`src/rtl/case_conv_pkg.sv`:
```
// Shared types, ASCII constants and the case-conversion function for the
// UART case-converter datapath.
package case_conv_pkg;

    typedef enum logic [1:0] {
        MODE_PASS  = 2'd0,
        MODE_UPPER = 2'd1,
        MODE_LOWER = 2'd2,
        MODE_SWAP  = 2'd3
    } mode_e;

    typedef enum logic [1:0] {
        ST_IDLE      = 2'd0,
        ST_START     = 2'd1,
        ST_WAIT_ACK  = 2'd2,
        ST_WAIT_DONE = 2'd3
    } state_e;

    localparam logic [7:0] ASCII_UC_A = 8'h41;
    localparam logic [7:0] ASCII_UC_Z = 8'h5A;
    localparam logic [7:0] ASCII_LC_A = 8'h61;
    localparam logic [7:0] ASCII_LC_Z = 8'h7A;
    localparam logic [7:0] CASE_BIT   = 8'h20;

    function automatic logic [7:0] case_convert(input logic [7:0] b, input mode_e mode);
        logic is_uc;
        logic is_lc;
        is_uc = (b >= ASCII_UC_A) && (b <= ASCII_UC_Z);
        is_lc = (b >= ASCII_LC_A) && (b <= ASCII_LC_Z);
        case_convert = b;
        case (mode)
            MODE_UPPER: if (is_lc) case_convert = b - CASE_BIT;
            MODE_LOWER: if (is_uc) case_convert = b + CASE_BIT;
            MODE_SWAP: begin
                if (is_lc) case_convert = b - CASE_BIT;
                if (is_uc) case_convert = b + CASE_BIT;
            end
            default: case_convert = b;
        endcase
    endfunction

endpackage

```
`src/rtl/sync_fifo.sv`:
```
// Single-clock FIFO with a separate occupancy counter and registered read data.
// A push into a full FIFO is ignored even when a pop happens in the same cycle.
module sync_fifo #(
    parameter int DEPTH = 4,
    parameter int WIDTH = 8,
    parameter int AW    = $clog2(DEPTH),
    parameter int LVL_W = $clog2(DEPTH) + 1
) (
    input  logic             clk,
    input  logic             rst,
    input  logic             push,
    input  logic [WIDTH-1:0] wdata,
    input  logic             pop,
    output logic [WIDTH-1:0] rdata,
    output logic             full,
    output logic             empty,
    output logic [LVL_W-1:0] level
);

    logic [WIDTH-1:0] mem [DEPTH];
    logic [AW-1:0]    wr_ptr;
    logic [AW-1:0]    rd_ptr;
    logic             do_push;
    logic             do_pop;

    assign full    = (level == LVL_W'(DEPTH));
    assign empty   = (level == '0);
    assign do_push = push && !full;
    assign do_pop  = pop && !empty;

    // Storage is not reset; the pointers and level define what is valid.
    always_ff @(posedge clk) begin
        if (do_push) mem[wr_ptr] <= wdata;
    end

    always_ff @(posedge clk or posedge rst) begin
        if (rst) begin
            wr_ptr <= '0;
            rd_ptr <= '0;
            rdata  <= '0;
            level  <= '0;
        end else begin
            if (do_push) wr_ptr <= wr_ptr + AW'(1);
            if (do_pop) begin
                rd_ptr <= rd_ptr + AW'(1);
                rdata  <= mem[rd_ptr];
            end
            case ({do_push, do_pop})
                2'b10:   level <= level + LVL_W'(1);
                2'b01:   level <= level - LVL_W'(1);
                default: level <= level;
            endcase
        end
    end

endmodule

```
`src/rtl/uart_case_ctrl.sv`:
```
// Sequences received bytes through a FIFO and the case converter into the
// transmitter via a start/busy handshake; overflow is counted, never stalled.
module uart_case_ctrl
    import case_conv_pkg::*;
#(
    parameter int DEPTH = 4,
    parameter int CNT_W = 8
) (
    input  logic                     i_clk,
    input  logic                     i_rst,
    input  logic [7:0]               i_rx_data,
    input  logic                     i_rx_valid,
    input  logic [1:0]               i_mode,
    input  logic                     i_tx_busy,
    output logic [7:0]               o_tx_data,
    output logic                     o_tx_start,
    output logic                     o_overflow,
    output logic [CNT_W-1:0]         o_drop_cnt,
    output logic [$clog2(DEPTH)-1+1:0] o_level
);

    localparam int LVL_W = $clog2(DEPTH) + 1;

    state_e     state;
    state_e     state_nxt;
    mode_e      mode_q;
    logic       rx_valid_q;
    logic       armed;
    logic       push;
    logic       pop;
    logic       full;
    logic       empty;
    logic [7:0] head;

    // armed stays low until rx_valid is seen low after reset, so a valid
    // already high at reset release is not taken as a new byte.
    assign push = i_rx_valid && !rx_valid_q && armed;

    sync_fifo #(
        .DEPTH(DEPTH),
        .WIDTH(8)
    ) u_fifo (
        .clk  (i_clk),
        .rst  (i_rst),
        .push (push),
        .wdata(i_rx_data),
        .pop  (pop),
        .rdata(head),
        .full (full),
        .empty(empty),
        .level(o_level)
    );

    // Both head and mode_q are captured at pop, so the output stays put until the next pop.
    assign o_tx_data = case_convert(head, mode_q);

    always_ff @(posedge i_clk or posedge i_rst) begin
        if (i_rst) begin
            state      <= ST_IDLE;
            mode_q     <= MODE_PASS;
            rx_valid_q <= 1'b0;
            armed      <= 1'b0;
            o_overflow <= 1'b0;
            o_drop_cnt <= '0;
        end else begin
            state      <= state_nxt;
            rx_valid_q <= i_rx_valid;
            armed      <= armed || !i_rx_valid;
            if (pop) mode_q <= mode_e'(i_mode);
            if (push && full) begin
                o_overflow <= 1'b1;
                if (o_drop_cnt != '1) o_drop_cnt <= o_drop_cnt + CNT_W'(1);
            end
        end
    end

    always_comb begin
        state_nxt  = state;
        pop        = 1'b0;
        o_tx_start = 1'b0;
        case (state)
            ST_IDLE: begin
                if (!empty) begin
                    pop       = 1'b1;
                    state_nxt = ST_START;
                end
            end
            ST_START: begin
                o_tx_start = 1'b1;
                state_nxt  = ST_WAIT_ACK;
            end
            ST_WAIT_ACK:  if (i_tx_busy)  state_nxt = ST_WAIT_DONE;
            ST_WAIT_DONE: if (!i_tx_busy) state_nxt = ST_IDLE;
            default:      state_nxt = ST_IDLE;
        endcase
    end

    logic unused_lvl;
    assign unused_lvl = ^LVL_W;

endmodule
```
`config.mk`:
```
export PLATFORM = sky130hd
export DESIGN_NAME = uart_case_ctrl
export DESIGN_NICKNAME = d
export VERILOG_FILES = /design/src/rtl/case_conv_pkg.sv /design/src/rtl/sync_fifo.sv /design/src/rtl/uart_case_ctrl.sv
export SDC_FILE = /design/constraint.sdc
export NUM_CORES = 1
export LEC_CHECK = 0
export ABC_AREA = 0
export CAP_MARGIN = 0
export CORE_ASPECT_RATIO = 0.75
export CORE_MARGIN = 2
export CORE_UTILIZATION = 45
export CTS_CLUSTER_DIAMETER = 150
export DETAILED_ROUTE_END_ITERATION = 16
export GPL_ROUTABILITY_DRIVEN = 0
export PLACE_DENSITY = 0.75
export SETUP_SLACK_MARGIN = 0.05
export SKIP_LAST_GASP = 1
export SLEW_MARGIN = 25
export SYNTH_ARGS = -nofsm -noshare
export SYNTH_HDL_FRONTEND = slang
export SYNTH_SLANG_ARGS = --single-unit
export TNS_END_PERCENT = 1
```
`constraint.sdc`:
```
create_clock -name i_clk -period 4.25 [get_ports i_clk]
set_input_delay 1.275 -clock i_clk [delete_from_list [all_inputs] [get_ports i_clk]]
set_output_delay 1.275 -clock i_clk [all_outputs]
set_load 0.01 [all_outputs]
```
# Yosys cells after proc, flatten, opt, wreduce, memory -nomap -nowiden
# Memories as Yosys holds them, arrays and structs flattened. A register that Yosys moved wholly into a read port is not among the register bits.
# Cells that the tools add are included.
op_classes:
  add_sub_neg: 7
  mul: 0
  div_mod_pow: 0
  magnitude_cmp: 4
  eq_ne: 13
  shift: 0
  n_mux: 14
  bitwise_logic: 0
  n_reduce_logical: 17
ops:
  columns: ["cell", "n"]
  rows:
  - ["2-to-1 mux 8 bit", 3]
  - ["case mux 8 bit (3 select lines)", 1]
  - [">= comparator 8 x 7 -> 1 bit (second input constant)", 2]
  - ["<= comparator 8 x 7 -> 1 bit (second input constant)", 2]
  - ["== test 2 bit (second input constant)", 5]
  - ["adder 8 x 1 -> 8 bit (second input constant)", 1]
  - ["adder 8 x 6 -> 8 bit (second input constant)", 1]
  - ["inequality test 8 bit (second input constant)", 1]
  - ["case mux 2 bit (4 select lines)", 1]
  - ["subtractor 8 x 6 -> 8 bit (second input constant)", 1]
  - ["logical AND 1 bit", 7]
  - ["== test 2 x 1 -> 1 bit (second input constant)", 3]
  - ["2-to-1 mux 2 bit", 3]
  - ["inequality test 2 bit (second input constant)", 3]
  - ["case mux 3 bit (2 select lines)", 1]
  - ["2-to-1 mux 1 bit", 5]
  - ["adder 2 x 1 -> 2 bit (second input constant)", 2]
  - ["logical NOT 1 bit", 4]
  - ["adder 3 x 1 -> 3 bit (second input constant)", 1]
  - ["== test 3 bit (second input constant)", 1]
  - ["logical NOT 3 bit", 1]
  - ["AND reduction 3 bit", 1]
  - ["subtractor 3 x 1 -> 3 bit (second input constant)", 1]
  - ["logical NOT 2 bit", 1]
  - ["3 further kinds", 3]
word_totals:
  reg_bits: 22
  latch_bits: 0
  ramBits: 32
  romBits: 0
  inputBits: 14
  n_memories: 1
memory_table:
  columns: ["memory", "words", "width", "read_ports", "rd_ports_with_merged_regs", "wr", "line", "text"]
  rows:
  - ["u_fifo.mem", 4, 8, 1, 1, 1, "sync_fifo.sv:20", "logic [WIDTH-1:0] mem [DEPTH];"]

# Logic depth before layout (Yosys ltp)
# Gate-level depths: netlist of the first run.
depth:
  word_depth: 6
  depth_mapped: 11

# Modules after synthesis
# A second synthesis of the first run with hierarchy kept.
hier_totals:
  cells_unflattened: 199
  hier_area_um2: 2786.4
by_module_without_submodules:
  columns: ["module", "instances", "cells_per_inst", "area_each_um2", "seq_area_each_um2"]
  rows:
  - ["sync_fifo", 1, 113, 1895.6, 1336.3]
  - ["uart_case_ctrl", 1, 86, 890.9, 375.4]

# Worst setup path before layout of the first run
# No wires, ideal clock.
synth_path:
  path_type: "input port to flip-flop"
  from: "input port i_rx_valid"
  to: "register u_fifo.level[2]"
  setup_ps: 79
  arrival_time_ps: 2834
  required_time_ps: 4171
  setup_slack_ps: 1337
  path_stages: 10
  n_path_buf: 1
  path_cell_list: "and3b_1 and2b_2 clkbuf_1 inv_1 ha_1 inv_1 fa_1 xor2_1 nor2_1 xor2_1"
synth_via:
  elab_chain_len: 5
  word_cells_on_any_way: 7
  cone_classes: "2 x eq/ne; 1 x mux; 4 x reduce/logical"
synth_rtl:
  columns: ["item", "line", "text"]
  rows:
  - ["start, declared", "uart_case_ctrl.sv:12", "input logic i_rx_valid,"]
  - ["logical AND 1 bit (*) (2 in series)", "uart_case_ctrl.sv:37", "assign push = i_rx_valid && !rx_valid_q && armed;"]
  - ["logical AND 1 bit (*)", "sync_fifo.sv:28", "assign do_push = push && !full;"]
  - ["== test 2 x 1 -> 1 bit or == test 2 bit (tied branches)", "sync_fifo.sv:48", "case ({do_push, do_pop})"]
  - ["case mux 3 bit (2 select lines) or nonzero test 2 bit (tied branches)", null, null]
  - ["end signal, assigned", "sync_fifo.sv:49", "2'b10: level <= level + LVL_W'(1);"]
  - ["end signal, assigned", "sync_fifo.sv:50", "2'b01: level <= level - LVL_W'(1);"]
  - ["end signal, assigned", "sync_fifo.sv:51", "default: level <= level;"]
  - ["end, declared", "sync_fifo.sv:17", "output logic [LVL_W-1:0] level"]
# Mark *: on every way between the ends. The rest lies on a longest branch, timed or not.
# A chain may end at the register's enable or synchronous reset.

# Worst setup path in the final report of the first run
layout_path:
  from: "register u_fifo.rdata[2], read port of u_fifo.mem"
  to: "output port o_tx_data[5]"
layout_via:
  elab_chain_len: 5
  word_cells_on_any_way: 12
  cone_classes: "2 x add/sub; 4 x order compare; 4 x mux; 2 x reduce/logical"
layout_rtl:
  columns: ["item", "line", "text"]
  rows:
  - ["start, declared", "sync_fifo.sv:14", "output logic [WIDTH-1:0] rdata,"]
  - [">= comparator 8 x 7 -> 1 bit or <= comparator 8 x 7 -> 1 bit (tied branches)", "case_conv_pkg.sv:29", "is_lc = (b >= ASCII_LC_A) && (b <= ASCII_LC_Z);"]
  - ["logical AND 1 bit", "case_conv_pkg.sv:29", null]
  - ["2-to-1 mux 8 bit", "case_conv_pkg.sv:32, case_conv_pkg.sv:35", null]
  - ["2-to-1 mux 8 bit", "case_conv_pkg.sv:36", "if (is_uc) case_convert = b + CASE_BIT;"]
  - ["case mux 8 bit (3 select lines) (*)", "case_conv_pkg.sv:31", "case (mode)"]
  - ["end, declared", "uart_case_ctrl.sv:15", "output logic [7:0] o_tx_data,"]
# Marks and branches as above.

==> results.ini, run 1 <==
[status]
outcome=completed

[cells_and_area]
register_area_sq_um=1712
fin_nets=254
fin_util_pct=56.53
final_cells=309
nFillCells=485
area_growth_pct=19.83
final_common_cell=clkdlybuf4s50_1
multiInputGateArea_sq_um=943.4
final_layout_size_suffix_gt1_share_pct=16.88
antenna_cells=0
mostFrequentLayoutCells=clkdlybuf4s50_1 (34), edfxtp_1 (32), dfrtp_1 (30), inv_1 (15), ha_1 (13)

[clock_network]
clock_latency_ps=330
cts_num_sinks=62
clockBufferDepth=2
postCtsHoldBufs=0
cts-buffers-inserted=9
htreeDepth=3
cts-resized-gates=0
clk_pin_slew_worst_paths_ps=60
cts_root_buffer=clkbuf_8
cts_setup_buffers=0
tritoncts=yes

[timing]
post-route-period-util_pct=83.48
slew_viol_final=0
layout_setup_ws_ps=702.2
hold_viol=0
rsz0062_at_grt=false
tns_ps=0
fin_crit_ps=3548
tightest_slew_ps=577.9
finClkSkew_ps=5.502
max_freq_mhz=281.9
finalSetupViolCount=0
max_slew_margin_pct=61.47

[floorplanning]
chipWidth_um=94.70
dieArea_sq_um=6821
row_count=24
start_util_pct=47.17
die_h_um=72.03
coreArea_sq_um=5886
ioPinCount=35

[setup_path]
path_buf_inv=1
critPathSlowestCell=clkdlybuf4s50_1
cp-start-kind=flip-flop
worstPathArrival_ps=2270
crit_path_max_fanout=6
worst_ep_required_time_ps=2970
crit_type=flip-flop to primary output
worstSetupEndpointType=primary output
rrSetupSlack_ps=2010
cp_cell_sequence=or4_1, o21ai_1, o41ai_1, o31ai_1, clkdlybuf4s50_1
slowest_delay_ps=570
crit_family=buffers and inverters

[synth]
yosys_most_used_dff=edfxtp_1
synth_seq_area_share_pct=61.65
synthArstFlopShare_pct=48.39
syn_inst=189
synth_nets=217
synth_edf_count=32
synth_cell_types=42
avgSynthCellArea_sq_um=14.69
yosys_warnings=0
synth_area_sq_um=2776
synth-seq-cells=62

[placed_design]
dp.final_hpwl_mm=3.386
io_buffers=34
dp_cells=293
dpl_worst_slack_ps=881.7

[route]
vias_per_cell=4.990
drtAntennaViolNets=0
wl_mm=4.651
dr.first_iter.drc_count=73
num_vias=1542
drt_first_pass_iters=4
drc=0
wl_per_cell_um=15.05

[power]
vdd_drop_max_v=0.0002291
finalPower_w=0.002171
powerDensity_nw_per_um2=652.5
leakage_nw=1.317

[global_routing]
grt_max_degree=31
antenna_found_initial=0
grt.overflow.total=0
grt_pass1_wl_mm=7.790
grt_util_all_layers_pct=15.77
grt_pass1_vias=1621

[worst_hold_path]
hold_class=flip-flop to flip-flop

[job]
cap_viol_max_count=0

## layout make-up
class                      count  area share (%)
sequential                    62           51.45
multi-input combinational    102           28.36
timing repair buffer          35           10.46
clock buffer                  11           4.250
tap                           78           2.933
inverter                      16           1.805
clock inverter                 5          0.7522
## per-stage QoR
| step | hold WS (ps) | area [sq um] |
|---|---|---|
| floorplan | 426.6 | 2776 |
| global placement | 454.4 | 3161 |
| detailed placement | 451.5 | 3161 |
| CTS | 468.0 | 3327 |
| global route | 497.2 | 3327 |
| finish | 466.7 | 3327 |
## sequential cells by signal (all words and copies together) (netlist names)
register,cells
u_fifo.rd_ptr,2
o_drop_cnt,8
u_fifo.mem,32
armed,1
mode_q,2
u_fifo.level,3
state,2
rx_valid_q,1
u_fifo.rdata,8
o_overflow,1
u_fifo.wr_ptr,2
## cell usage after synthesis (2+ instances only)
cell      number  area share [%]
a21oi_1        3            0.54
nor3_1         2            0.36
mux2_2        10             4.1
buf_4          5             1.4
dfrtp_1       30              27
o21ai_0        3            0.54
inv_1         15             2.0
nand3_1        4            0.72
xnor2_1        6             1.9
edfxtp_1      32              35
nand2_1       11             1.5
nor2_1         8             1.1
xor2_1         7             2.2
nand4_1        2            0.45
ha_1          13             5.9
clkbuf_1       2            0.27
mux4_2         8             6.5
and2_1         4            0.90
## cell families after synthesis
| family | count (synthesis) | synth area share, % |
|---|---|---|
| adders and majority gates | 14 | 6.580 |
| xor gates and xnor gates | 13 | 4.101 |
| and+or+nand+nor | 39 | 7.797 |
| DFF | 62 | 61.65 |
| muxes | 18 | 10.55 |
| buffers and inverters | 25 | 4.371 |
| AOI/OAI and AO/OA | 18 | 4.957 |
## metal layers
metal	vias up	part of all wire (%)	GRT usage [%]
met5	-	0	0
met3	4	4.3	7.165
met1	760	45	19.48
li1	748	-	-
met4	0	1.1	5.314
met2	30	49	24.90
## power by group
| group | leakage (nW) | switching (W) | total [W] | internal, W |
|---|---|---|---|---|
| clock network | 0.0842 | 0.000204 | 0.000425 | 0.000221 |
| logic | 0.579 | 0.000342 | 0.000791 | 0.000450 |
| registers | 0.654 | 0.000170 | 0.000955 | 0.000785 |
| total | 1.32 | 0.000716 | 0.00217 | 0.00146 |
## path summary, 6_finish.rpt
kind                                             start                            to  cells past startpoint
min reg2reg                            armed$_DFF_PP0_               armed$_DFF_PP0_                      1
max in group asynchronous                        i_rst  u_fifo.rd_ptr[1]$_DFFE_PP0P_                      3
max                        u_fifo.rdata[2]$_DFFE_PP0P_                  o_tx_data[5]                      5
max reg2reg                u_fifo.level[1]$_DFFE_PP0P_   u_fifo.level[2]$_DFFE_PP0P_                      9
min                                    armed$_DFF_PP0_               armed$_DFF_PP0_                      1
min in group asynchronous                        i_rst     o_drop_cnt[3]$_DFFE_PP0P_                      3
(Power assumes the default switching activity.)
==> run 2: changes to the inputs <==
Clock period 4.25 ns to 3.7 ns, I/O delays scaled along.
==> run 2 against run 1 <==
Net effect: non-clock buffer count unchanged; sequential share of layout area decreased by 0.54 points; utilization increased by 0.60 points; die area unchanged; critical path depth unchanged; critical path type unchanged; cell area increased by 1.1%; cell count unchanged; critical endpoint unchanged; first-iteration DRC count decreased by 29%; clock power increased by 39%.
==> results.ini, run 2 (synthesized netlist as in run 1, its figures left out) <==
[status]
outcome=completed

[power]
netSwitchingPower_w=0.0008162  ; +14%
leakage_nw=1.337  ; +1.5%
seq_power_share_pct=42.3  ; -1.7 points
vdd_drop_max_v=0.0003069  ; +34%
power.share.clock_pct=23.0  ; +3.4 points
intPower_w=0.001764  ; +21%
powerDensity_nw_per_um2=767.5  ; +18%
switching_share_pct=31.63  ; -1.3 points
finalPower_w=0.002580  ; +19%
combPwrFrac_pct=34.8  ; -1.6 points

[timing]
max_slew_margin_pct=62.54  ; +1.1 points
hold_viol=0  ; unchanged
finalSetupViolCount=0  ; unchanged
rsz0062_at_grt=false
slew_viol_final=0  ; unchanged
tightest_slew_ps=562.0  ; -15.93 ps
post-route-period-util_pct=91.64
finClkSkew_ps=8.411  ; +2.910 ps
fin_crit_ps=3391
max_freq_mhz=294.9
tns_ps=0  ; unchanged

[cells_and_area]
final_cells=309  ; unchanged
fin_nets=254  ; unchanged
nFillCells=467  ; -3.7%
fin_util_pct=57.12  ; +0.60 points
multiInputGateArea_sq_um=943.4  ; unchanged
reg.largest.list=u_fifo.mem x32, o_drop_cnt x8, u_fifo.rdata x8
final_common_cell=clkdlybuf4s50_1
regMostFlops=u_fifo.mem
mostFrequentLayoutCells=clkdlybuf4s50_1 (34), edfxtp_1 (32), dfrtp_1 (30), inv_1 (15), ha_1 (13)
final_layout_size_suffix_gt1_share_pct=17.32  ; +0.43 points
largest_reg_flops=32  ; unchanged
antenna_cells=0  ; unchanged
area_growth_pct=21.09
register_area_sq_um=1712  ; unchanged

[clock_network]
clockBufferDepth=2  ; unchanged
cts_root_buffer=clkbuf_8
clock_latency_ps=330  ; about the same
tritoncts=yes
htreeDepth=3  ; unchanged
clk_pin_slew_worst_paths_ps=60  ; about the same
cts-resized-gates=0  ; unchanged
cts_setup_buffers=0  ; unchanged
cts_num_sinks=62  ; unchanged
cts-buffers-inserted=9  ; unchanged
postCtsHoldBufs=0  ; unchanged

[route]
top_layer=met4
dr.first_iter.drc_count=52  ; -29%
met3_length_um=207  ; +4.0%
wl_met2_mm=1.943  ; -15%
drc=0  ; unchanged
wl_mm=4.351  ; -6.5%
vias_per_cell=4.825  ; -3.3%
drtAntennaViolNets=0  ; unchanged
wl_per_cell_um=14.08  ; -6.5%
num_vias=1491  ; -3.3%
drt_first_pass_iters=4  ; unchanged
wl_met1_mm=2.131  ; +1.4%

[floorplanning]
dieArea_sq_um=6821  ; unchanged
chipWidth_um=94.70  ; unchanged
start_util_pct=47.17  ; unchanged
coreArea_sq_um=5886  ; unchanged
ioPinCount=35  ; unchanged
row_count=24  ; unchanged
die_h_um=72.03  ; unchanged

[global_routing]
grt_pass1_wl_mm=7.327  ; -5.9%
grt_pass1_vias=1488  ; -8.2%
grt_max_degree=31  ; unchanged
grt_util_all_layers_pct=14.57  ; -1.2 points
antenna_found_initial=0  ; unchanged
grt.overflow.total=0  ; unchanged

[setup_path]
critPathSlowestCell=clkdlybuf4s50_1
worstPathArrival_ps=2280  ; about the same
crit_path_max_fanout=6  ; unchanged
cp-start-kind=flip-flop
cp_cell_sequence=or4_1, o21ai_1, o41ai_1, o31ai_1, clkdlybuf4s50_1
worstSetupEndpointType=primary output
path_buf_inv=1  ; unchanged
crit_type=flip-flop to primary output
slowest_delay_ps=570  ; about the same
worst_ep_required_time_ps=2590  ; -380 ps
crit_family=buffers and inverters

[job]
cap_viol_max_count=0  ; unchanged

[placed_design]
dp.final_hpwl_mm=3.138  ; -7.3%
io_buffers=34  ; unchanged
dp_cells=293  ; unchanged

[worst_hold_path]
hold_class=flip-flop to flip-flop

## run 2: cell type report
cell class,count,share of cell area (%)
Clock inverter,3,1.265
Timing Repair Buffer,35,10.35
Inverter,16,1.786
Tap cell,78,2.903
Sequential cell,62,50.91
Multi-Input combinational cell,102,28.06
Clock buffer,13,4.726
## run 2: power groups by stage
| stage | clock [W] | sequential, W | combinational [W] |
|---|---|---|---|
| floorplan | 0 | 0.00104 | 0.000682 |
| global placement | 0 | 0.00110 | 0.000885 |
| detailed placement | 0 | 0.00111 | 0.000902 |
| CTS | 0.000610 | 0.00110 | 0.000910 |
| global route | 0.000641 | 0.00112 | 0.000996 |
| finish | 0.000592 | 0.00109 | 0.000897 |
## run 2: final timing paths
kind	slack, ps	depth (start not counted)	to	startpoint
setup / recovery	310	5	o_tx_data[5]	u_fifo.rdata[2]$_DFFE_PP0P_
hold / removal	480	1	o_overflow$_DFFE_PP0P_	o_overflow$_DFFE_PP0P_
setup reg to reg	1420	9	u_fifo.level[2]$_DFFE_PP0P_	u_fifo.level[1]$_DFFE_PP0P_
hold reg to reg	480	1	o_overflow$_DFFE_PP0P_	o_overflow$_DFFE_PP0P_
max in group asynchronous	2270	3	u_fifo.rdata[2]$_DFFE_PP0P_	i_rst
min in group asynchronous	1150	3	u_fifo.level[0]$_DFFE_PP0P_	i_rst
## run 2: through the flow
step	hold slack [ps]	setup slack (ps)	instance area, sq um
6_report	476.2	309.5	3362
5_1_grt	494.2	146.6	3362
4_1_cts	480.7	296.2	3362
3_5_place_dp	466.2	486.8	3161
3_3_place_gp	452.9	561.8	3161
2_1_floorplan	426.6	951.7	2776
## run 2: routing by layer
metal	vias to the layer above	global-route usage, %
met1	717	20.14
li1	742	-
met4	0	5.314
met5	-	0
met2	26	20.96
met3	6	5.919
==> run 3: changes to the inputs <==
Settings changed: SLEW_MARGIN 25 to 20.
==> results of run 3 <==
No change in the layout: final DEF, timing and power equal those of run 2.
